$ cat src/rtl/ball_sequencer.sv
// rtl/ball_sequencer.sv - game-flow FSM driving ball reset, step enable, lives and end-of-game flags
// Optional macro BALL_SPEEDUP_EN: every 8th brick hit shortens the movement step interval.

module ball_sequencer #(
   parameter int LIVES        = 3,
   parameter int SERVE_FRAMES = 90,
   parameter int MISS_FRAMES  = 60,
   parameter int MISS_Y       = 472,
   parameter int STEP_DIV     = 250000
) (
   input  logic       clk,
   input  logic       reset,
   input  logic       start,
   input  logic       frame_tick,
   input  logic [8:0] ball_y,
   input  logic [5:0] bricks_left,
   input  logic       brick_hit,
   output logic       ball_rst,
   output logic       move_en,
   output logic [2:0] lives,
   output logic       game_over,
   output logic       win,
   output logic [2:0] state
);

   localparam int SW = $clog2(STEP_DIV);

   localparam logic [7:0]    SERVE_LAST = 8'(SERVE_FRAMES - 1);
   localparam logic [7:0]    MISS_LAST  = 8'(MISS_FRAMES - 1);
   localparam logic [8:0]    MISS_Y_V   = 9'(MISS_Y);
   localparam logic [SW-1:0] STEP_LAST  = SW'(STEP_DIV - 1);
   localparam logic [2:0]    LIVES_V    = 3'(LIVES);

   typedef enum logic [2:0] {
      S_IDLE  = 3'd0,
      S_SERVE = 3'd1,
      S_PLAY  = 3'd2,
      S_MISS  = 3'd3,
      S_OVER  = 3'd4,
      S_WIN   = 3'd5
   } state_t;

   state_t        r_state;
   state_t        w_next;
   logic [7:0]    r_frame;
   logic [SW-1:0] r_step;
   logic [2:0]    r_lives;
   logic          r_ball_rst;
   logic          r_move_en;
   logic          r_game_over;
   logic          r_win;

   logic          w_frame_clr;
   logic          w_frame_inc;
   logic          w_step_clr;
   logic          w_lives_dec;
   logic          w_new_game;
   logic [SW-1:0] w_div_last;
   logic          w_step_wrap;

   always_ff @(posedge clk) begin
      if (reset) r_state <= S_IDLE;
      else       r_state <= w_next;
   end

   always_comb begin
      w_next      = r_state;
      w_frame_clr = 1'b0;
      w_frame_inc = 1'b0;
      w_step_clr  = 1'b0;
      w_lives_dec = 1'b0;
      w_new_game  = 1'b0;
      case (r_state)
         S_IDLE, S_OVER, S_WIN: begin
            if (start) begin
               w_next      = S_SERVE;
               w_frame_clr = 1'b1;
               w_new_game  = 1'b1;
            end
         end
         S_SERVE: begin
            if (frame_tick) begin
               if (r_frame == SERVE_LAST) begin
                  w_next     = S_PLAY;
                  w_step_clr = 1'b1;
               end else begin
                  w_frame_inc = 1'b1;
               end
            end
         end
         S_PLAY: begin
            // Clearing the wall wins even if the ball is lost in the same cycle.
            if (bricks_left == 6'd0) begin
               w_next = S_WIN;
            end else if (ball_y >= MISS_Y_V) begin
               w_next      = S_MISS;
               w_frame_clr = 1'b1;
               w_lives_dec = 1'b1;
            end
         end
         S_MISS: begin
            if (frame_tick) begin
               if (r_frame == MISS_LAST) begin
                  w_frame_clr = 1'b1;
                  w_next      = (r_lives == 3'd0) ? S_OVER : S_SERVE;
               end else begin
                  w_frame_inc = 1'b1;
               end
            end
         end
         default: w_next = S_IDLE;
      endcase
   end

   assign w_step_wrap = (r_state == S_PLAY) && (r_step == w_div_last);

   always_ff @(posedge clk) begin
      if (reset) begin
         r_frame     <= 8'd0;
         r_step      <= '0;
         r_lives     <= LIVES_V;
         r_ball_rst  <= 1'b1;
         r_move_en   <= 1'b0;
         r_game_over <= 1'b0;
         r_win       <= 1'b0;
      end else begin
         if (w_frame_clr)      r_frame <= 8'd0;
         else if (w_frame_inc) r_frame <= r_frame + 8'd1;

         if (w_step_clr || w_step_wrap) r_step <= '0;
         else if (r_state == S_PLAY)    r_step <= r_step + 1'b1;

         if (w_new_game)                          r_lives <= LIVES_V;
         else if (w_lives_dec && r_lives != 3'd0) r_lives <= r_lives - 3'd1;

         // Ball stays frozen (not reset) during MISS so the loss point remains visible.
         r_ball_rst  <= !((w_next == S_PLAY) || (w_next == S_MISS));
         r_move_en   <= w_step_wrap && (w_next == S_PLAY);
         r_game_over <= (w_next == S_OVER);
         r_win       <= (w_next == S_WIN);
      end
   end

`ifdef BALL_SPEEDUP_EN
   localparam logic [SW-1:0] DIV_DEC   = SW'(STEP_DIV / 8);
   localparam logic [SW-1:0] DIV_FLOOR = SW'((STEP_DIV / 4 > 0) ? (STEP_DIV / 4 - 1) : 0);

   logic [3:0]    r_hits;
   logic [SW-1:0] r_div_tgt;
   logic [SW-1:0] r_div_act;
   logic [SW-1:0] w_div_reduced;

   assign w_div_reduced = ((r_div_tgt - DIV_FLOOR) >= DIV_DEC) ? (r_div_tgt - DIV_DEC) : DIV_FLOOR;

   always_ff @(posedge clk) begin
      if (reset || w_new_game) begin
         r_hits    <= 4'd0;
         r_div_tgt <= STEP_LAST;
         r_div_act <= STEP_LAST;
      end else begin
         if (r_state == S_PLAY && brick_hit) begin
            r_hits <= r_hits + 4'd1;
            if (r_hits[2:0] == 3'd7) r_div_tgt <= w_div_reduced;
         end
         // A new divisor only lands on an interval boundary, never mid-interval.
         if (w_step_clr || w_step_wrap) r_div_act <= r_div_tgt;
      end
   end

   assign w_div_last = r_div_act;
`else
   logic w_unused_hit;
   assign w_unused_hit = brick_hit;
   assign w_div_last   = STEP_LAST;
`endif

   assign ball_rst  = r_ball_rst;
   assign move_en   = r_move_en;
   assign lives     = r_lives;
   assign game_over = r_game_over;
   assign win       = r_win;
   assign state     = r_state;

endmodule

$ cat config.mk
export PLATFORM = sky130hd
export DESIGN_NAME = ball_sequencer
export DESIGN_NICKNAME = d
export VERILOG_FILES = /design/src/rtl/ball_sequencer.sv
export SDC_FILE = /design/constraint.sdc
export NUM_CORES = 1
export LEC_CHECK = 0
export BUFFER_PORTS_ARGS = -buffer_cell sky130_fd_sc_hd__buf_4
export CAP_MARGIN = 40
export CORE_MARGIN = 8
export CORE_UTILIZATION = 50
export CTS_CLUSTER_SIZE = 12
export DETAILED_ROUTE_END_ITERATION = 6
export MAX_ROUTING_LAYER = met4
export PLACE_DENSITY_LB_ADDON = 0.15
export SLEW_MARGIN = 20
export SYNTH_ARGS = -nofsm -noshare
export SYNTH_HDL_FRONTEND = slang
export SYNTH_SLANG_ARGS = --single-unit
$ cat constraint.sdc
create_clock -name clk -period 1.95 [get_ports clk]
set_clock_uncertainty 0.05 [all_clocks]
set_input_delay 0.39 -clock clk [delete_from_list [all_inputs] [get_ports clk]]
set_output_delay 0.39 -clock clk [all_outputs]
set_load 0.01 [all_outputs]
==> results.md <==
* TritonRoute pass-1 iters at 4
* Critical Path RT at roughly 2.2 ns
* Skew-Pair Late Insertion Delay at around 0.35 ns
* # resized after CTS at 0
* Synthesis Warnings at 0
* DIE HEIGHT at about 76 um
* Status: complete, no violations
* Initial core utilization at 0.5290
* Post-synth EDFFs at 0
* First-pass GRT wire length at 6555 um
* Post-CTS Hold Buffers at 0
* Clock transition at the registers of the reported paths at roughly 0.12 ns
* Met3 WL at ~350 um
* Layout cell share with drive strength beyond 1 at 0.2271
* Final HPWL DP at between 2000 and 3000 um
* Worst Setup End Kind: flop
* Initial antenna violation count at 0
* GRT Resource Usage Total at 0.1518
* Final Instance Count excl. Fillers at around 300
* DRC at 0
* Synth Instances at 210
* Clock Path Buffers at 2
* Metal2 WL at 1607 um
* Worst Path Arrival at about 2.1 ns
* WHS at slightly below 0.2 ns
* Met1 Wirelength at 1909 um
* Num CTS Buffers at 5
* Slew @ Worst Pin at 0.4032 ns
* Worst slew margin at 0.7287
* Worst vdd ir at roughly 0.43 mV
* Routed wire length at 3902 um
* Vias in the first global route at around 1500
* Worst Hold Class: in -> reg
* Library cells used by synthesis at 41
* Ys async rst share at 0
* Synth Flop Type: dfxtp_1
* Max-Cap Viols at 0
* P_leak at 0.8711 nW
* Critical path class: reg -> reg
* Crit-path max FO at 6
* Antenna Diode Count at 0
* Pre-CTS WS at slightly above 0.09 ns
* Synthesized area at between 0.0015 and 0.002 mm^2
* Pwr dens at 573.8 mW/mm^2
* H-tree depth at 2
* GPL Wtd Cong at just over 0.8
* DRT iter0 DRCs at between 100 and 150
* # setup viols final at 0
* Vias post-DR at roughly 1600
* Max Fclk at 0.5416 GHz
* Placed cells at ~290
* Post-synthesis sequential area ratio at 0.4020
* Synthesized flop and latch total at 36
* Ports at 30
* WL per Instance at between 10 and 15 um
* CTS Sinks at 36
* P&R area growth vs syn at 23.24%
* Vias per Instance at 5.522
* Final ANT Viol Nets at 0
* # nets final at 275
* Row count at 21
* Period Utilization, post-route at 0.9468
* Startpoint Class: flop
* Hold Violations, Final at 0
* Congestion Overflow GR at 0
* Input/output buffers at 25
* Die ar. at 0.005758 mm^2
* Minimum clock period at around 1.8 ns
* Final WS setup at 0.1037 ns
* Mapped Nets at ~240
* Unrepaired setup endpoints after global routing: false
* Largest net degree at the start of global routing at 13
* Post-CTS Setup Bufs at 0
* CTS tree: built
* Clock Tree Root: clkbuf_4
* Die W at 75.88 um
* Highest routed layer: met4
* Syn Area/Cell at ~8.5 um^2
* Slew Limit Fails at 0
* Core area at approximately 0.0034 mm^2
-- layout make-up --
cell class                 count  area (um^2)
timing repair buffer          39        292.8
fill                         307         1180
inverter                       8        30.03
clock inverter                 2        13.76
clock buffer                   6        51.30
multi-input combinational    160         1037
tap                           46        57.56
sequential                    36        726.9
-- synthesized netlist by cell type (2+ instances only) --
cell      number  share of area
a311oi_1       2         0.0098
or3_1          7          0.024
a31oi_1        4          0.014
xnor2_1        9          0.044
mux2i_1        2          0.011
and4b_1        2          0.011
nor4_1         6          0.021
nor2_1        21          0.044
a211oi_1       2         0.0084
inv_1          8          0.017
a21oi_1       14          0.039
or4_1          3          0.013
and4_1         3          0.015
buf_2          2         0.0056
and3_1         5          0.017
nand2_1       16          0.033
nand4_1        8          0.028
nand3_1        7          0.020
and3b_1        2         0.0098
o21ai_0        7          0.020
nor3_1         6          0.017
o31ai_1        5          0.021
xor2_1         7          0.034
clkbuf_1       3         0.0063
nand3b_1       2         0.0084
nor2b_1        2         0.0070
nor4bb_1       2          0.011
ha_1           5          0.035
dfxtp_1       36           0.40
-- metal layers --
layer / track usage / up-vias
li1: - / 860
met1: 0.1790 / 747
met2: 0.2291 / 28
met3: 0.05921 / 5
met4: 0.05330 / 0
met5: - / -
-- state kept, by name (all words and copies together) (netlist names) --
name and cells:
r_frame 8, ball_rst 1, game_over 1, lives 3
move_en 1, r_step 18, state 3, win 1
-- power by group --
part           internal [mW]  switching (mW)  leakage [nW]  total [mW]
Combinational         0.0423          0.0419         0.541      0.0842
Sequential             0.737         0.00256         0.292       0.740
Clock                  0.178           0.266        0.0386       0.444
-- cells by family (layout without fill, tap and decap cells) --
group	after synthesis	after routing	share of synthesized area
AND/OR/NAND/NOR	99	99	0.3119
AO/OA/AOI/OAI	38	38	0.1305
flip-flops	36	36	0.4020
XOR/XNOR	16	16	0.07816
buffers and inverters	14	55	0.03140
adder cells (fa/ha/maj)	5	5	0.03489
multiplexers	2	2	0.01117
-- layout by cell type, fill, tap and decap left out, drive strengths merged, types with 2 or more instances in the layout --
| master | netlist | layout |
|---|---|---|
| nor2b | 2 | 2 |
| and4 | 3 | 3 |
| o31ai | 5 | 5 |
| a31oi | 4 | 4 |
| nor2 | 21 | 21 |
| or3 | 7 | 7 |
| nor4 | 6 | 6 |
| clkbuf | 4 | 6 |
| nand4 | 8 | 8 |
| a21oi | 14 | 14 |
| or4 | 3 | 3 |
| o21ai | 7 | 7 |
| xor2 | 7 | 7 |
| a311oi | 2 | 2 |
| nor3 | 6 | 6 |
| nand3b | 2 | 2 |
| ha | 5 | 5 |
| dfxtp | 36 | 36 |
| mux2i | 2 | 2 |
| inv | 8 | 9 |
| and4b | 2 | 2 |
| nand3 | 7 | 7 |
| and3b | 2 | 2 |
| nand2 | 16 | 16 |
| buf | 2 | 39 |
| xnor2 | 9 | 9 |
| and3 | 5 | 5 |
| nor4bb | 2 | 2 |
| a211oi | 2 | 2 |
-- critical path, cell delays in order, from the launching register on --
cell and delay (ns):
dfxtp_2 0.34, or3b_1 0.41, or3_4 0.44, or4_1 0.41
a21oi_1 0.14
-- metrics by stage --
step	TNS, ns	total power [mW]	utilization	area, um^2
floorplan	-0.03985	0.7935	-	1804
detailed placement	0	0.8404	0.6279	2128
global route	0	1.325	0.6519	2210
CTS	0	1.284	0.6471	2193
global placement	0	0.8393	0.6279	2128
finish	0	1.268	0.6519	2210
-- path summary, 6_finish.rpt --
check	startpoint	to	slack, ns	cells past startpoint
worst min register to register	r_step[16]$_SDFFE_PP0P_	r_step[16]$_SDFFE_PP0P_	0.45	2
worst max register to register	state[2]$_SDFF_PP0_	r_step[15]$_SDFFE_PP0P_	0.10	4
worst max-delay path	state[2]$_SDFF_PP0_	r_step[15]$_SDFFE_PP0P_	0.10	4
worst min-delay path	reset	state[0]$_SDFF_PP0_	0.20	2
Note: power is estimated with default switching activity, not from simulation.
